File: src/rtl/adc_serial_rd_pkg.sv
// Shared definitions for the serial ADC reader.
// Holds the FSM state encoding, the default timing constants for a 50 MHz
// system clock, and the widths used by the reader and its averager.
package adc_serial_rd_pkg;

  typedef enum logic [2:0] {
    StIdle,
    StSetup,
    StShift,
    StHold,
    StConv
  } adc_state_e;

  // Default timing in clk_i cycles at 50 MHz.
  localparam int unsigned SclkHalfDefault = 25;
  localparam int unsigned CsSetupDefault  = 75;
  localparam int unsigned ConvWaitDefault = 1000;

  // Largest legal timing parameter sets the shared counter width.
  localparam int unsigned ConvWaitMax = 65535;
  localparam int unsigned CntW        = $clog2(ConvWaitMax + 1);

  localparam int unsigned SampleW = 8;
  localparam int unsigned NumBits = 8;
  localparam int unsigned SumW    = SampleW + 2;

endpackage

File: src/rtl/adc_avg4.sv
// Four-tap moving averager.
// Keeps the last four samples and a running sum; each load adds the new
// sample and drops the oldest. History starts at zero after reset, so the
// output ramps up over the first samples.
// Ports:
//   clk_i, rst_i  clock and synchronous active-high reset
//   load_i        accept din_i this cycle
//   din_i         new sample
//   dout_o        mean of the last four samples (sum / 4, truncated)
module adc_avg4
  import adc_serial_rd_pkg::*;
(
  input  logic               clk_i,
  input  logic               rst_i,
  input  logic               load_i,
  input  logic [SampleW-1:0] din_i,
  output logic [SampleW-1:0] dout_o
);

  logic [SampleW-1:0] hist_q [4];
  logic [SampleW-1:0] hist_d [4];
  logic [SumW-1:0]    sum_q, sum_d;

  always_comb begin
    hist_d = hist_q;
    sum_d  = sum_q;
    if (load_i) begin
      // Result always fits in SumW bits, so modular arithmetic is exact.
      sum_d = sum_q + {2'b00, din_i} - {2'b00, hist_q[3]};
      hist_d[0] = din_i;
      for (int i = 1; i < 4; i++) begin
        hist_d[i] = hist_q[i-1];
      end
    end
  end

  always_ff @(posedge clk_i) begin
    if (rst_i) begin
      hist_q <= '{default: '0};
      sum_q  <= '0;
    end else begin
      hist_q <= hist_d;
      sum_q  <= sum_d;
    end
  end

  assign dout_o = sum_q[SumW-1:2];

endmodule

File: src/rtl/adc_serial_rd.sv
// Continuous serial ADC reader with 4-sample moving average.
// Frames: drop chip select, wait CS_SETUP cycles, clock in 8 bits MSB first
// (sampled on sclk rise), hold one cycle, raise chip select and publish the
// sample, then keep chip select high for CONV_WAIT cycles of conversion.
// Ports:
//   clk_i, rst_i   clock and synchronous active-high reset
//   en_i           1 = keep acquiring; 0 = stop after the current frame
//   adc_sdo_i      serial data from the ADC
//   adc_cs_n_o     chip select, active low
//   adc_sclk_o     serial clock, idle low
//   adc_raw_o      latest raw sample
//   adc_val_o      mean of the last four samples
//   adc_valid_o    one-cycle pulse, one cycle after raw/val update
module adc_serial_rd
  import adc_serial_rd_pkg::*;
#(
  parameter int unsigned SCLK_HALF = SclkHalfDefault,
  parameter int unsigned CS_SETUP  = CsSetupDefault,
  parameter int unsigned CONV_WAIT = ConvWaitDefault
) (
  input  logic               clk_i,
  input  logic               rst_i,
  input  logic               en_i,
  input  logic               adc_sdo_i,
  output logic               adc_cs_n_o,
  output logic               adc_sclk_o,
  output logic [SampleW-1:0] adc_raw_o,
  output logic [SampleW-1:0] adc_val_o,
  output logic               adc_valid_o
);

  localparam logic [CntW-1:0] SclkLast  = CntW'(SCLK_HALF - 1);
  localparam logic [CntW-1:0] SetupLast = CntW'(CS_SETUP - 1);
  localparam logic [CntW-1:0] ConvLast  = CntW'(CONV_WAIT - 1);
  // After reset the IDLE cycle itself counts as the first conversion cycle.
  localparam logic [CntW-1:0] ConvFirst = (CONV_WAIT > 1) ? CntW'(1) : '0;
  localparam logic [2:0]      BitLast   = 3'(NumBits - 1);

  adc_state_e         state_q, state_d;
  logic [CntW-1:0]    cnt_q, cnt_d;
  logic [2:0]         bit_q, bit_d;
  logic [SampleW-1:0] shreg_q, shreg_d;
  logic [SampleW-1:0] raw_q, raw_d;
  logic               cs_n_q, cs_n_d;
  logic               sclk_q, sclk_d;
  logic               conv_pend_q, conv_pend_d;
  logic               load_q, valid_q;
  logic               frame_done;

  always_comb begin
    state_d     = state_q;
    cnt_d       = cnt_q;
    bit_d       = bit_q;
    shreg_d     = shreg_q;
    cs_n_d      = cs_n_q;
    sclk_d      = sclk_q;
    conv_pend_d = conv_pend_q;
    frame_done  = 1'b0;

    case (state_q)
      StIdle: begin
        if (conv_pend_q) begin
          // Give the ADC a full conversion time before the first frame.
          state_d     = StConv;
          cnt_d       = ConvFirst;
          conv_pend_d = 1'b0;
        end else if (en_i) begin
          state_d = StSetup;
          cs_n_d  = 1'b0;
          cnt_d   = '0;
        end
      end

      StSetup: begin
        if (cnt_q == SetupLast) begin
          state_d = StShift;
          cnt_d   = '0;
          bit_d   = '0;
        end else begin
          cnt_d = cnt_q + 1'b1;
        end
      end

      StShift: begin
        if (cnt_q == SclkLast) begin
          cnt_d = '0;
          if (!sclk_q) begin
            sclk_d  = 1'b1;
            shreg_d = {shreg_q[SampleW-2:0], adc_sdo_i};
          end else begin
            sclk_d = 1'b0;
            if (bit_q == BitLast) begin
              state_d = StHold;
            end else begin
              bit_d = bit_q + 1'b1;
            end
          end
        end else begin
          cnt_d = cnt_q + 1'b1;
        end
      end

      StHold: begin
        state_d    = StConv;
        cs_n_d     = 1'b1;
        cnt_d      = '0;
        frame_done = 1'b1;
      end

      StConv: begin
        if (cnt_q >= ConvLast) begin
          cnt_d = '0;
          if (en_i) begin
            state_d = StSetup;
            cs_n_d  = 1'b0;
          end else begin
            state_d = StIdle;
          end
        end else begin
          cnt_d = cnt_q + 1'b1;
        end
      end

      default: state_d = StIdle;
    endcase
  end

  always_comb begin
    raw_d = raw_q;
    if (frame_done) begin
      raw_d = shreg_q;
    end
  end

  always_ff @(posedge clk_i) begin
    if (rst_i) begin
      state_q     <= StIdle;
      cnt_q       <= '0;
      bit_q       <= '0;
      shreg_q     <= '0;
      raw_q       <= '0;
      cs_n_q      <= 1'b1;
      sclk_q      <= 1'b0;
      conv_pend_q <= 1'b1;
      load_q      <= 1'b0;
      valid_q     <= 1'b0;
    end else begin
      state_q     <= state_d;
      cnt_q       <= cnt_d;
      bit_q       <= bit_d;
      shreg_q     <= shreg_d;
      raw_q       <= raw_d;
      cs_n_q      <= cs_n_d;
      sclk_q      <= sclk_d;
      conv_pend_q <= conv_pend_d;
      load_q      <= frame_done;
      // Valid trails the data update by one cycle.
      valid_q     <= load_q;
    end
  end

  adc_avg4 u_avg (
    .clk_i  (clk_i),
    .rst_i  (rst_i),
    .load_i (frame_done),
    .din_i  (shreg_q),
    .dout_o (adc_val_o)
  );

  assign adc_cs_n_o  = cs_n_q;
  assign adc_sclk_o  = sclk_q;
  assign adc_raw_o   = raw_q;
  assign adc_valid_o = valid_q;

endmodule

File: config.mk
export PLATFORM = sky130hd
export DESIGN_NAME = adc_serial_rd
export DESIGN_NICKNAME = d
export VERILOG_FILES = /design/src/rtl/adc_serial_rd_pkg.sv /design/src/rtl/adc_avg4.sv /design/src/rtl/adc_serial_rd.sv
export SDC_FILE = /design/constraint.sdc
export NUM_CORES = 1
export LEC_CHECK = 0
export BUFFER_PORTS_ARGS = -buffer_cell sky130_fd_sc_hd__buf_4
export CORE_MARGIN = 5
export CORE_UTILIZATION = 50
export DETAILED_ROUTE_END_ITERATION = 12
export PLACE_DENSITY = 0.73
export SKIP_CTS_REPAIR_TIMING = 1
export SYNTH_ARGS = -nofsm -noshare
export SYNTH_HDL_FRONTEND = slang
export SYNTH_SLANG_ARGS = --single-unit
File: constraint.sdc
create_clock -name clk_i -period 5.57 [get_ports clk_i]
set_input_delay 1.114 -clock clk_i [delete_from_list [all_inputs] [get_ports clk_i]]
set_output_delay 1.114 -clock clk_i [all_outputs]
set_load 0.02 [all_outputs]
After elaboration in Yosys (flattened, before gate mapping)
Cells that the tools add are included.
Word-level totals
  register bits after elaboration: 77
  ROM bits: 0
  bits in writable memories: 0
  input port bits: 4
  output and inout bits: 19
  memories: 0
  bits in latches: 0
Operators by class
  shifts and indexed selects: 0
  order comparisons: 1
  divide/modulo/power cells: 0
  equality and inequality tests: 15
  bitwise gates (word level): 1
  reduce and logical (&&, ||, !) cells: 10
  mux-type cells: 26
  $add $sub $neg: 4
  $mul: 0
Operators by type and width (number)
  $mux 16: 5
  $pmux 16 s5: 1
  $mux 3: 11
  $add 16x1->16 const B: 1
  $eq 16x5->1 const B: 1
  $eq 16x7->1 const B: 1
  $ge 16x10->1 const B: 1
  $pmux 3 s5: 1
  $ne 2x2->1 const B: 7
  $add 10x8->10: 1
  $sub 10x8->10: 1
  $eq 3x2->1 const B: 2
  $eq 3x3->1 const B: 2
  $mux 1: 6
  $pmux 3 s2: 1
  $reduce_and 3->1: 2
  $reduce_and 6->1: 1
  $reduce_and 5->1: 1
  $reduce_bool 5->1: 1
  $reduce_and 2->1: 2
  $add 3x1->3 const B: 1
  $eq 3x1->1 const B: 1
  $logic_not 3->1: 1
  $ne 3x3->1 const B: 1
  4 further kinds: 4

Logic depth before layout (Yosys ltp)
  word-level depth: 5
  gate-level depth with buffers: 12
  mapped depth without buffers: 12

Cells and area by module
A second synthesis with hierarchy kept.
Unflattened totals
  cell total of the unflattened synthesis: 470
  area, all modules: 4320.4 um^2
By module, submodules not included
  adc_avg4: cells an instance 249, instances 1, sequential area each 840.8 um^2, area an instance 2304.7 um^2
  adc_serial_rd: cells an instance 221, instances 1, sequential area each 860.8 um^2, area an instance 2015.7 um^2

Worst setup path before layout
Ideal clock, no wire load.
  kind: flip-flop to flip-flop
  start: register shreg_q[1]
  end: register u_avg.sum_q[9]
  slack: 2.982 ns
  cell stages (with the launch flop): 11
  library setup time: 0.121 ns
  data arrival time: 2.467 ns
  required time: 5.449 ns
  period minus slack after synthesis: 2.588 ns
  cells stage by stage: dfxtp_1 inv_1 fa_1 inv_1 ha_1 a211oi_1 o21bai_1 o2111ai_1 nand4_1 nand2_1 mux2_2
Between the ends
  word-level cells in the longest chain between the ends: 2
RTL lines
  start: declaration: RTL line adc_serial_rd.sv:42  | logic [SampleW-1:0] shreg_q, shreg_d;
  start signal: assignment: RTL line adc_serial_rd.sv:151  | shreg_q <= shreg_d;
  $add 10x8->10: RTL line adc_avg4.sv:29  | sum_d = sum_q + {2'b00, din_i} - {2'b00, hist_q[3]};
  $sub 10x8->10: RTL line adc_avg4.sv:29
  end signal: assignment: RTL line adc_avg4.sv:43  | sum_q <= sum_d;
  end: declaration: RTL line adc_avg4.sv:22  | logic [SumW-1:0] sum_q, sum_d;
No other way between the ends.
A chain may end at the register's enable or synchronous reset.

Final worst setup path
Ends and elaborated chain as after synthesis.

==> impl_metrics.tcl <==
set metrics [dict create \
    worstSetupEndpointType "flip-flop" \
    crit_fanout 4 \
    synthMuxAreaShare 0.0289 \
    layout_setup_ws_ns 2.78 \
    synth_compound_area_frac 0.150 \
    slew_viol_final 0 \
    rsz0062_at_grt "no" \
    final_common_cell "nand2_1" \
    syn_to_final_growth_pct 7.92 \
    clockBufferDepth 2 \
    vdd_ir_drop_max_uv 148 \
    synth-main-ff-cell "dfxtp_1" \
    fp-row-count 32 \
    hold_class "flip-flop to flip-flop" \
    drt_iter0_markers 146 \
    grt_util_all_layers 0.160 \
    ys_ff_latch 77 \
    power_leakage_nw 1.54 \
    synth_adder_area_share 0.0903 \
    hold_viol_final 0 \
    critPathLaunchType "flip-flop" \
    num_io_pins 23 \
    antenna_found_initial 0 \
    totalWireLength_um 7370 \
    synth_simple_gate_area_frac 0.212 \
    placed_cells 558 \
    grt_pass1_wl_um 12700 \
    nets 494 \
    cts_tree "done" \
    dp_hpwl_um 5020 \
    yosys_warnings 0 \
    fmax_mhz 358 \
    seq_area_frac_synth 0.400 \
    port_buffers 22 \
    skew_ns 0.00712 \
    grt-ovfl-total 0 \
    final_cell_area_mm2 0.00416 \
    chipHeight_um 97.8 \
    path_clk_slew_ns 0.08 \
    worstPathArrival_ns 3.04 \
    synth.distinct_cells 52 \
    cpMostUsedCell "inv_1" \
    die_x_um 97.8 \
    synth.net_count 495 \
    grt_max_degree 75 \
    synth_edf_count 0 \
    detail-route-antenna-nets 0 \
    vias 2948 \
    cpMaxStageDelayCell "fa_1" \
    core_area_mm2 0.00761 \
    finalNonFillerCells 574 \
    p_total_w 0.00126 \
    tightestPinTransition_ns 0.840 \
    cp_data_required_time_ns 5.82 \
    via_per_inst 5.14 \
    outcome "finished, final reports clean" \
    setup-tns-final_ns 0 \
    p_per_area_mw_per_mm2 302 \
    setup_violations 0 \
    clkLatencyLatePin_ns 0.35 \
    max_slew_margin 0.440 \
    cap_violations 0 \
    layout-drive-gt1-share 0.110 \
    numClockSinks 77 \
    synth-xor-area-share 0.0318 \
    start_util 0.507 \
    post-route-period-util 0.501 \
    cts_max_level 3 \
    critPathKind "flip-flop to flip-flop" \
    cp_slowest_stage_delay_ns 0.59 \
    min_period_ns 2.79 \
    mostFrequentLayoutCells "85 x nand2_1, 77 x dfxtp_1, 47 x a21oi_1" \
    drc 0 \
    cp_cell_sequence "inv_1 > fa_1 > inv_1 > ha_1 > a211oi_1 > o21bai_1 > o2111ai_1 > nand4_1 > nand2_1 > mux2_2" \
    postSynth.asyncResetShare 0 \
    place_ws_ns 2.80 \
    ctsRootBufferMaster "clkbuf_8" \
    gp_congestion 0.831 \
    synth_top_family_by_area "simple AND/OR/NAND/NOR gates" \
    dr.pass1.iters 6 \
    synth_area_per_cell_um2 8.23 \
    syn_inst 468 \
    grt_pass1_vias 2752 \
    mappedNetlistArea_mm2 0.00385 \
    die_area_mm2 0.00956 \
    wl_per_cell_um 12.8 \
    placed_area_mm2 0.00397 \
    cts_made_buffers 9 \
    diodes 0 \
]
==> kinds of logic (layout without fill, tap and decap cells) <==
logic type	count (synthesis)	count (layout)
buffers and inverters	73	77
AOI/OAI and AO/OA	95	95
xor gates and xnor gates	14	14
muxes	11	11
DFF	77	77
adders and majority gates	23	23
and+or+nand+nor	175	175
==> report_power, final <==
part,total (W),switching (W),internal (W),leakage [nW]
Sequential,0.000607,0.0000343,0.000573,0.621
Combinational,0.000256,0.000168,0.0000875,0.828
Clock,0.000393,0.000216,0.000177,0.0928
==> Yosys cell counts (all sizes together) (5+ instances only) <==
master | count | area share
nand2 | 86 | 0.084
dfxtp | 77 | 0.40
a21oi | 48 | 0.063
nor2 | 41 | 0.040
inv | 37 | 0.036
buf | 18 | 0.033
clkbuf | 18 | 0.018
ha | 15 | 0.049
o21ai | 15 | 0.019
mux2i | 10 | 0.026
fa | 8 | 0.042
xnor2 | 7 | 0.016
xor2 | 7 | 0.016
a211oi | 6 | 0.012
nor2b | 6 | 0.0097
nand4 | 5 | 0.0081
nor3 | 5 | 0.0065
==> metrics by stage <==
step           utilization  hold slack [ns]
2_1_floorplan            -            0.414
3_3_place_gp         0.522            0.418
3_5_place_dp         0.522            0.438
4_1_cts              0.547            0.455
5_1_grt              0.547            0.468
6_report             0.547            0.448
==> path summary, 6_finish.rpt <==
path / start / endpoint / slack, ns / cells after the start
hold / removal: load_q$_SDFF_PP0_ / adc_valid_o$_SDFF_PP0_ / 0.45 / 1
hold reg to reg: load_q$_SDFF_PP0_ / adc_valid_o$_SDFF_PP0_ / 0.45 / 1
setup / recovery: shreg_q[1]$_SDFFE_PP0P_ / u_avg.sum_q[9]$_SDFFE_PP0P_ / 2.78 / 10
setup reg to reg: shreg_q[1]$_SDFFE_PP0P_ / u_avg.sum_q[9]$_SDFFE_PP0P_ / 2.78 / 10
==> metal layers <==
layer | vias to the layer above | global-route usage | wire length (um)
met2 | 37 | 0.240 | 3260
li1 | 1550 | - | -
met4 | 0 | 0.0522 | 93
met5 | - | 0 | 0
met1 | 1352 | 0.223 | 3710
met3 | 9 | 0.0457 | 305
==> flip-flops by register name, indices dropped and copies added, names as in the netlist <==
signal,flops
u_avg.hist_q,32
cnt_q,16
u_avg.sum_q,10
shreg_q,8
bit_q,3
state_q,3
adc_cs_n_o,1
adc_sclk_o,1
adc_valid_o,1
conv_pend_q,1
load_q,1
==> area by class of cell <==
class                           instances  area, um^2
Tap cell                              102         128
Clock buffer                           10         138
Multi-Input combinational cell        318        1990
Clock inverter                          6        47.5
Fill cell                             733        3450
Inverter                               37         139
Timing Repair Buffer                   24         180
Sequential cell                        77        1540
==> worst max-delay path: cells and delay by family, from the launching register on <==
| kind | cells | cell delay, ns |
|---|---|---|
| AO/OA/AOI/OAI | 3 | 0.74 |
| adder cells (fa/ha/maj) | 2 | 0.89 |
| buffers and inverters | 2 | 0.14 |
| flip-flops | 1 | 0.39 |
| multiplexers | 1 | 0.32 |
| AND/OR/NAND/NOR | 2 | 0.22 |
Power figures use the tool's default switching activity.
